==> src/rtl/if_exec_controller.sv <==
// rtl/if_exec_controller.sv - fetch/pipeline sequencer with program loader and halt drain
module if_exec_controller #(
  parameter int         IMEM_AW     = 8,
  parameter logic [5:0] HALT_OPCODE = 6'h3F,
  parameter int         DRAIN_CYC   = 4
) (
  input  logic               CLK,
  input  logic               RESET,
  input  logic               CMD_LOAD,
  input  logic               CMD_RUN,
  input  logic               CMD_STEP,
  input  logic               CMD_STOP,
  input  logic               LOAD_VALID,
  input  logic [31:0]        LOAD_DATA,
  input  logic               LOAD_LAST,
  output logic               LOAD_READY,
  input  logic [31:0]        INSTR_IN,
  output logic               IMEM_WE,
  output logic [IMEM_AW-1:0] IMEM_WADDR,
  output logic [31:0]        IMEM_WDATA,
  output logic               PIPE_EN,
  output logic               IF_SEL,
  output logic [31:0]        IF_PC_EXT,
  output logic [2:0]         STATE,
  output logic               HALTED,
  output logic [31:0]        CYCLE_CNT
);

  typedef enum logic [2:0] {
    S_IDLE   = 3'd0,
    S_LOAD   = 3'd1,
    S_PCINIT = 3'd2,
    S_READY  = 3'd3,
    S_RUN    = 3'd4,
    S_STEP   = 3'd5,
    S_DRAIN  = 3'd6,
    S_HALT   = 3'd7
  } state_t;

  localparam int                 DW         = (DRAIN_CYC > 1) ? $clog2(DRAIN_CYC) : 1;
  localparam logic [DW-1:0]      DRAIN_LAST = DW'(DRAIN_CYC - 1);
  localparam logic [IMEM_AW-1:0] WADDR_MAX  = '1;

  state_t             state;
  state_t             next_state;
  logic [DW-1:0]      drain_cnt;
  logic [IMEM_AW-1:0] waddr;
  logic               halt_hit;
  logic               next_pipe_en;
  logic               unused_instr_bits;

  // Only the opcode field of the fetched instruction matters here.
  assign unused_instr_bits = ^INSTR_IN[25:0];

  // The loader owns the write port only while in LOAD; data passes straight through.
  assign LOAD_READY = (state == S_LOAD);
  assign IMEM_WE    = LOAD_VALID & LOAD_READY;
  assign IMEM_WDATA = LOAD_DATA;
  assign IMEM_WADDR = waddr;
  assign IF_PC_EXT  = '0;
  assign STATE      = state;

  // RUN and STEP always have PIPE_EN high, so the state alone qualifies the halt check.
  assign halt_hit = ((state == S_RUN) || (state == S_STEP)) &&
                    (INSTR_IN[31:26] == HALT_OPCODE);

  assign next_pipe_en = (next_state == S_PCINIT) || (next_state == S_RUN) ||
                        (next_state == S_STEP)   || (next_state == S_DRAIN);

  // Next-state selection; command priority LOAD > STOP > STEP > RUN, illegal commands dropped.
  always_comb begin
    next_state = state;
    case (state)
      S_IDLE:   if (CMD_LOAD) next_state = S_LOAD;
      S_LOAD:   if (IMEM_WE && (LOAD_LAST || (waddr == WADDR_MAX))) next_state = S_PCINIT;
      S_PCINIT: next_state = S_READY;
      S_READY: begin
        if (CMD_LOAD)      next_state = S_LOAD;
        else if (CMD_STEP) next_state = S_STEP;
        else if (CMD_RUN)  next_state = S_RUN;
      end
      S_RUN: begin
        if (halt_hit)      next_state = S_DRAIN;
        else if (CMD_STOP) next_state = S_READY;
      end
      S_STEP:   next_state = halt_hit ? S_DRAIN : S_READY;
      S_DRAIN:  if (drain_cnt == DRAIN_LAST) next_state = S_HALT;
      S_HALT:   if (CMD_LOAD) next_state = S_LOAD;
      default:  next_state = S_IDLE;
    endcase
  end

  // State, registered outputs and counters; outputs are decoded from the next state so they align with STATE.
  always_ff @(posedge CLK) begin
    if (!RESET) begin
      state     <= S_IDLE;
      waddr     <= '0;
      drain_cnt <= '0;
      CYCLE_CNT <= '0;
      PIPE_EN   <= 1'b0;
      IF_SEL    <= 1'b0;
      HALTED    <= 1'b0;
    end else begin
      state   <= next_state;
      PIPE_EN <= next_pipe_en;
      IF_SEL  <= (next_state == S_PCINIT);
      HALTED  <= (next_state == S_HALT);
      if ((next_state == S_LOAD) && (state != S_LOAD)) begin
        waddr     <= '0;
        drain_cnt <= '0;
        CYCLE_CNT <= '0;
      end else begin
        if (IMEM_WE && (waddr != WADDR_MAX)) waddr <= waddr + 1'b1;
        if (PIPE_EN && (state != S_PCINIT) && (CYCLE_CNT != 32'hFFFF_FFFF))
          CYCLE_CNT <= CYCLE_CNT + 32'd1;
        if ((state == S_DRAIN) && (drain_cnt != DRAIN_LAST)) drain_cnt <= drain_cnt + 1'b1;
        else drain_cnt <= '0;
      end
    end
  end

endmodule

==> config.mk <==
export PLATFORM = sky130hd
export DESIGN_NAME = if_exec_controller
export DESIGN_NICKNAME = d
export VERILOG_FILES = /design/src/rtl/if_exec_controller.sv
export SDC_FILE = /design/constraint.sdc
export NUM_CORES = 1
export LEC_CHECK = 0
export ABC_AREA = 0
export CORE_UTILIZATION = 37
export DETAILED_ROUTE_END_ITERATION = 7
export PLACE_DENSITY_LB_ADDON = 0.08
export SKIP_LAST_GASP = 1
export SLEW_MARGIN = 25
export SYNTH_ARGS = -nofsm -noshare
export SYNTH_HDL_FRONTEND = slang
export SYNTH_SLANG_ARGS = --single-unit
==> constraint.sdc <==
create_clock -name CLK -period 2.64 [get_ports CLK]
set_input_delay 0.66 -clock CLK [delete_from_list [all_inputs] [get_ports CLK]]
set_output_delay 0.66 -clock CLK [all_outputs]
set_load 0.01 [all_outputs]
==> flow_summary.yaml <==
run_status:
  status: "complete, no violations"
timing:
  period_minus_slack_ns: 2.423
  maxSlewHeadroom: 0.5760
  hold_viol: 0
  setup_viol: 0
  rsz0062_at_grt: "no"
  worstMarginPinSlew_ns: 0.6318
  max_freq_ghz: 0.4128
  fin_skew_ns: 0.01346
  finalMaxSlewViolations: 0
  min_period_over_period: 0.9177
yosys:
  synth_seq_area_share: 0.3269
  ys_seq_elements: 48
  async_reset_ff_frac: 0
  netlist_instances: 358
  syn-cell-area_um2: 2939
  syn_area_per_cell_um2: 8.210
  ys_types: 52
  synth_warnings: 0
  synth-edff-count: 0
  synth_ff_type: "dfxtp_1"
critical_path:
  rr_endpoint: "CYCLE_CNT[27]"
  worstSetupStartpoint: "STATE[0]"
  crit_family: "buffers and inverters"
  crit_path_end_kind: "output pin"
  crit_path_max_fanout: 11
  cp-endpoint: "LOAD_READY"
  arrival_ns: 1.76
  cp.required_ns: 1.98
  path_cells: "nand2b_1 -> nor2_1 -> clkdlybuf4s50_1"
  cp_num_buf_inv: 1
  crit_type: "reg2out"
  reg2reg_depth: 5
  reg2reg_from: "CYCLE_CNT[5]"
  path_depth: 3
  r2r_slack_ns: 0.30
  max_stage_delay_ns: 0.58
  cpMaxStageDelayCell: "clkdlybuf4s50_1"
  start_kind: "flip-flop"
global_route:
  antenna_found_initial: 0
  grt_pass1_wl_mm: 10.87
  grt_util_met3: 0.05109
  gr-total-overflow: 0
  grt_usage: 0.1594
  grt_use_met1: 0.2023
  grt_use_met2: 0.2652
  grt.busiest_layer: "met2"
  grt_start_max_net_pins: 19
  first_global_vias: 2233
route:
  drc: 0
  viasPerCell: 4.994
  drt_first_pass_iters: 4
  vias: 2517
  ant_nets: 0
  drt_iter0_drc: 89
  wl_per_cell_um: 12.94
  wirelength_mm: 6.522
placed_design:
  dp_hpwl_mm: 4.897
  dp_cells: 496
  finalWeightedCongestion: 0.7630
  place_area_um2: 3431
  port_buffers: 61
layout:
  syn_to_final_growth_pct: 19.88
  drive_gt1_frac: 0.1045
  final_core_util: 0.4583
  fillers: 796
  nNetsFinal: 476
  antenna_cells: 0
  final_area_um2: 3523
  instances_no_fill: 504
power:
  internal_power_w: 0.0009974
  seq_power_share: 0.554
  power_leakage_nw: 1.188
  pwr-share-clk: 0.351
  netSwitchingPower_w: 0.0003315
  swShare: 0.2495
  power_frac_comb: 0.095
  powerDensity_nw_per_um2: 377.2
  ir_drop_v: 0.0001801
run:
  drv_cap: 0
clock_tree:
  cts_tree: "yes"
  cts.htree.levels: 2
  numCtsBuffers: 5
  clk_latency_ns: 0.30
  clkTransAtPathRegs_ns: 0.09
  hold_buffers: 0
  cts_root_buf: "clkbuf_8"
  cts.sinks: 48
  post_cts_buffers: 0
  cts_buffer_depth: 2
floorplan:
  die_area_um2: 8304
  boundaryPins: 184
  initial_core_util: 0.3823
  rows: 32
  fp.coreArea_um2: 7687
  fp.dieW_um: 91.13
  die_height_um: 91.13
min_path:
  hp-class: "reg2reg"
logic make-up (layout without fill, tap and decap cells):
kind of cell             after synthesis  after routing  synth area share
AND/OR/NAND/NOR                      145            145            0.2801
buffers and inverters                 79             92            0.1839
AO/OA/AOI/OAI                         64             64            0.1401
flip-flops                            48             48            0.3269
XOR/XNOR                              16             16           0.04768
adder cells (fa/ha/maj)                3              3           0.01277
multiplexers                           2              2          0.007237
other                                  1             32          0.001276
repair_timing:
item	CTS	global route
endpoints found under the setup margin	1	0
endpoints found under the hold margin	0	0
gates resized for setup	1	0
Yosys cell counts (all sizes together), types with 3 or more instances:
cell | n | area share
and4 | 5 | 0.015
clkbuf | 9 | 0.012
nand4 | 17 | 0.041
ha | 3 | 0.013
buf | 66 | 0.17
and2 | 4 | 0.0085
nor3 | 8 | 0.014
a21oi | 25 | 0.044
inv | 4 | 0.0051
o21ai | 11 | 0.019
or2 | 4 | 0.0085
nand3 | 17 | 0.029
o31ai | 9 | 0.023
or4 | 9 | 0.024
or3 | 9 | 0.020
xnor2 | 10 | 0.030
nor4 | 5 | 0.011
dfxtp | 48 | 0.33
nor2 | 30 | 0.038
xor2 | 6 | 0.018
o21a | 5 | 0.013
and3 | 7 | 0.015
nand2 | 19 | 0.024
cell type report:
cell class / count / area [um2] / area share
inverter: 4 / 15.01 / 0.004261
timing repair buffer: 80 / 764.5 / 0.2170
sequential: 48 / 960.9 / 0.2727
multi-input combinational: 262 / 1562 / 0.4432
clock buffer: 7 / 86.33 / 0.02450
tap: 102 / 127.6 / 0.03622
clock inverter: 1 / 7.507 / 0.002131
registers in the layout (all words and copies together) (netlist names):
signal      cells
IF_SEL          1
CYCLE_CNT      32
IMEM_WADDR      8
drain_cnt       2
HALTED          1
PIPE_EN         1
STATE           3
stage by stage:
stage,TNS (ns),worst slack [ns],total power (W),hold slack [ns]
3_3_place_gp,-0.08543,-0.08543,0.0008806,0.4109
2_1_floorplan,0,0.2258,0.0009012,0.3957
4_1_cts,0,0.2003,0.001351,0.4277
3_5_place_dp,-0.06080,-0.06080,0.0008804,0.4075
6_report,0,0.2174,0.001329,0.4253
5_1_grt,0,0.07889,0.001389,0.4471
cell usage in the layout (no fill, tap or decap), types with 2 or more instances in the layout:
master,netlist,layout
inv_1,4,4
o21ai_0,10,10
nor4_1,5,5
o31ai_1,9,9
o211ai_1,2,2
nor3_1,8,8
a21oi_1,24,24
nor4b_1,2,2
nand3_1,17,17
o21a_1,5,5
xnor2_1,10,10
buf_4,64,18
dfxtp_1,48,48
or3_1,8,8
nand2_1,19,19
o21ba_2,2,2
or4_1,8,8
and2_1,4,4
nand4_1,16,16
clkdlybuf4s50_1,0,60
clkbuf_8,0,6
conb_1,1,32
nor2_1,30,30
and4_1,5,5
xor2_1,6,6
nor4bb_1,2,2
ha_1,3,3
a31oi_1,2,2
or2_2,4,4
and3_1,6,6
nand2b_1,2,2
metal layers:
layer	wire [um]	vias to the layer above
met5	0	-
met4	19	0
met3	410	4
met2	3080	70
met1	3012	1163
li1	-	1280
power groups by stage:
stage / sequential [W] / combinational (W) / clock, W
3_3_place_gp: 0.000753 / 0.000128 / 0
2_1_floorplan: 0.000749 / 0.000152 / 0
4_1_cts: 0.000736 / 0.000127 / 0.000488
5_1_grt: 0.000737 / 0.000140 / 0.000511
3_5_place_dp: 0.000753 / 0.000127 / 0
6_report: 0.000736 / 0.000127 / 0.000466
how the worst min path moves through the flow:
stage / start / endpoint / slack (ns) / cells after the start
after floorplan: drain_cnt[0] / drain_cnt[0] / 0.40 / 1
after global placement: drain_cnt[0] / drain_cnt[0] / 0.41 / 1
after detailed placement: drain_cnt[0] / drain_cnt[0] / 0.41 / 1
after CTS: drain_cnt[0] / drain_cnt[0] / 0.43 / 1
after global routing: drain_cnt[0] / drain_cnt[0] / 0.45 / 1
final: drain_cnt[0] / drain_cnt[0] / 0.43 / 1
No activity file was read; power rests on OpenSTA's default activity.
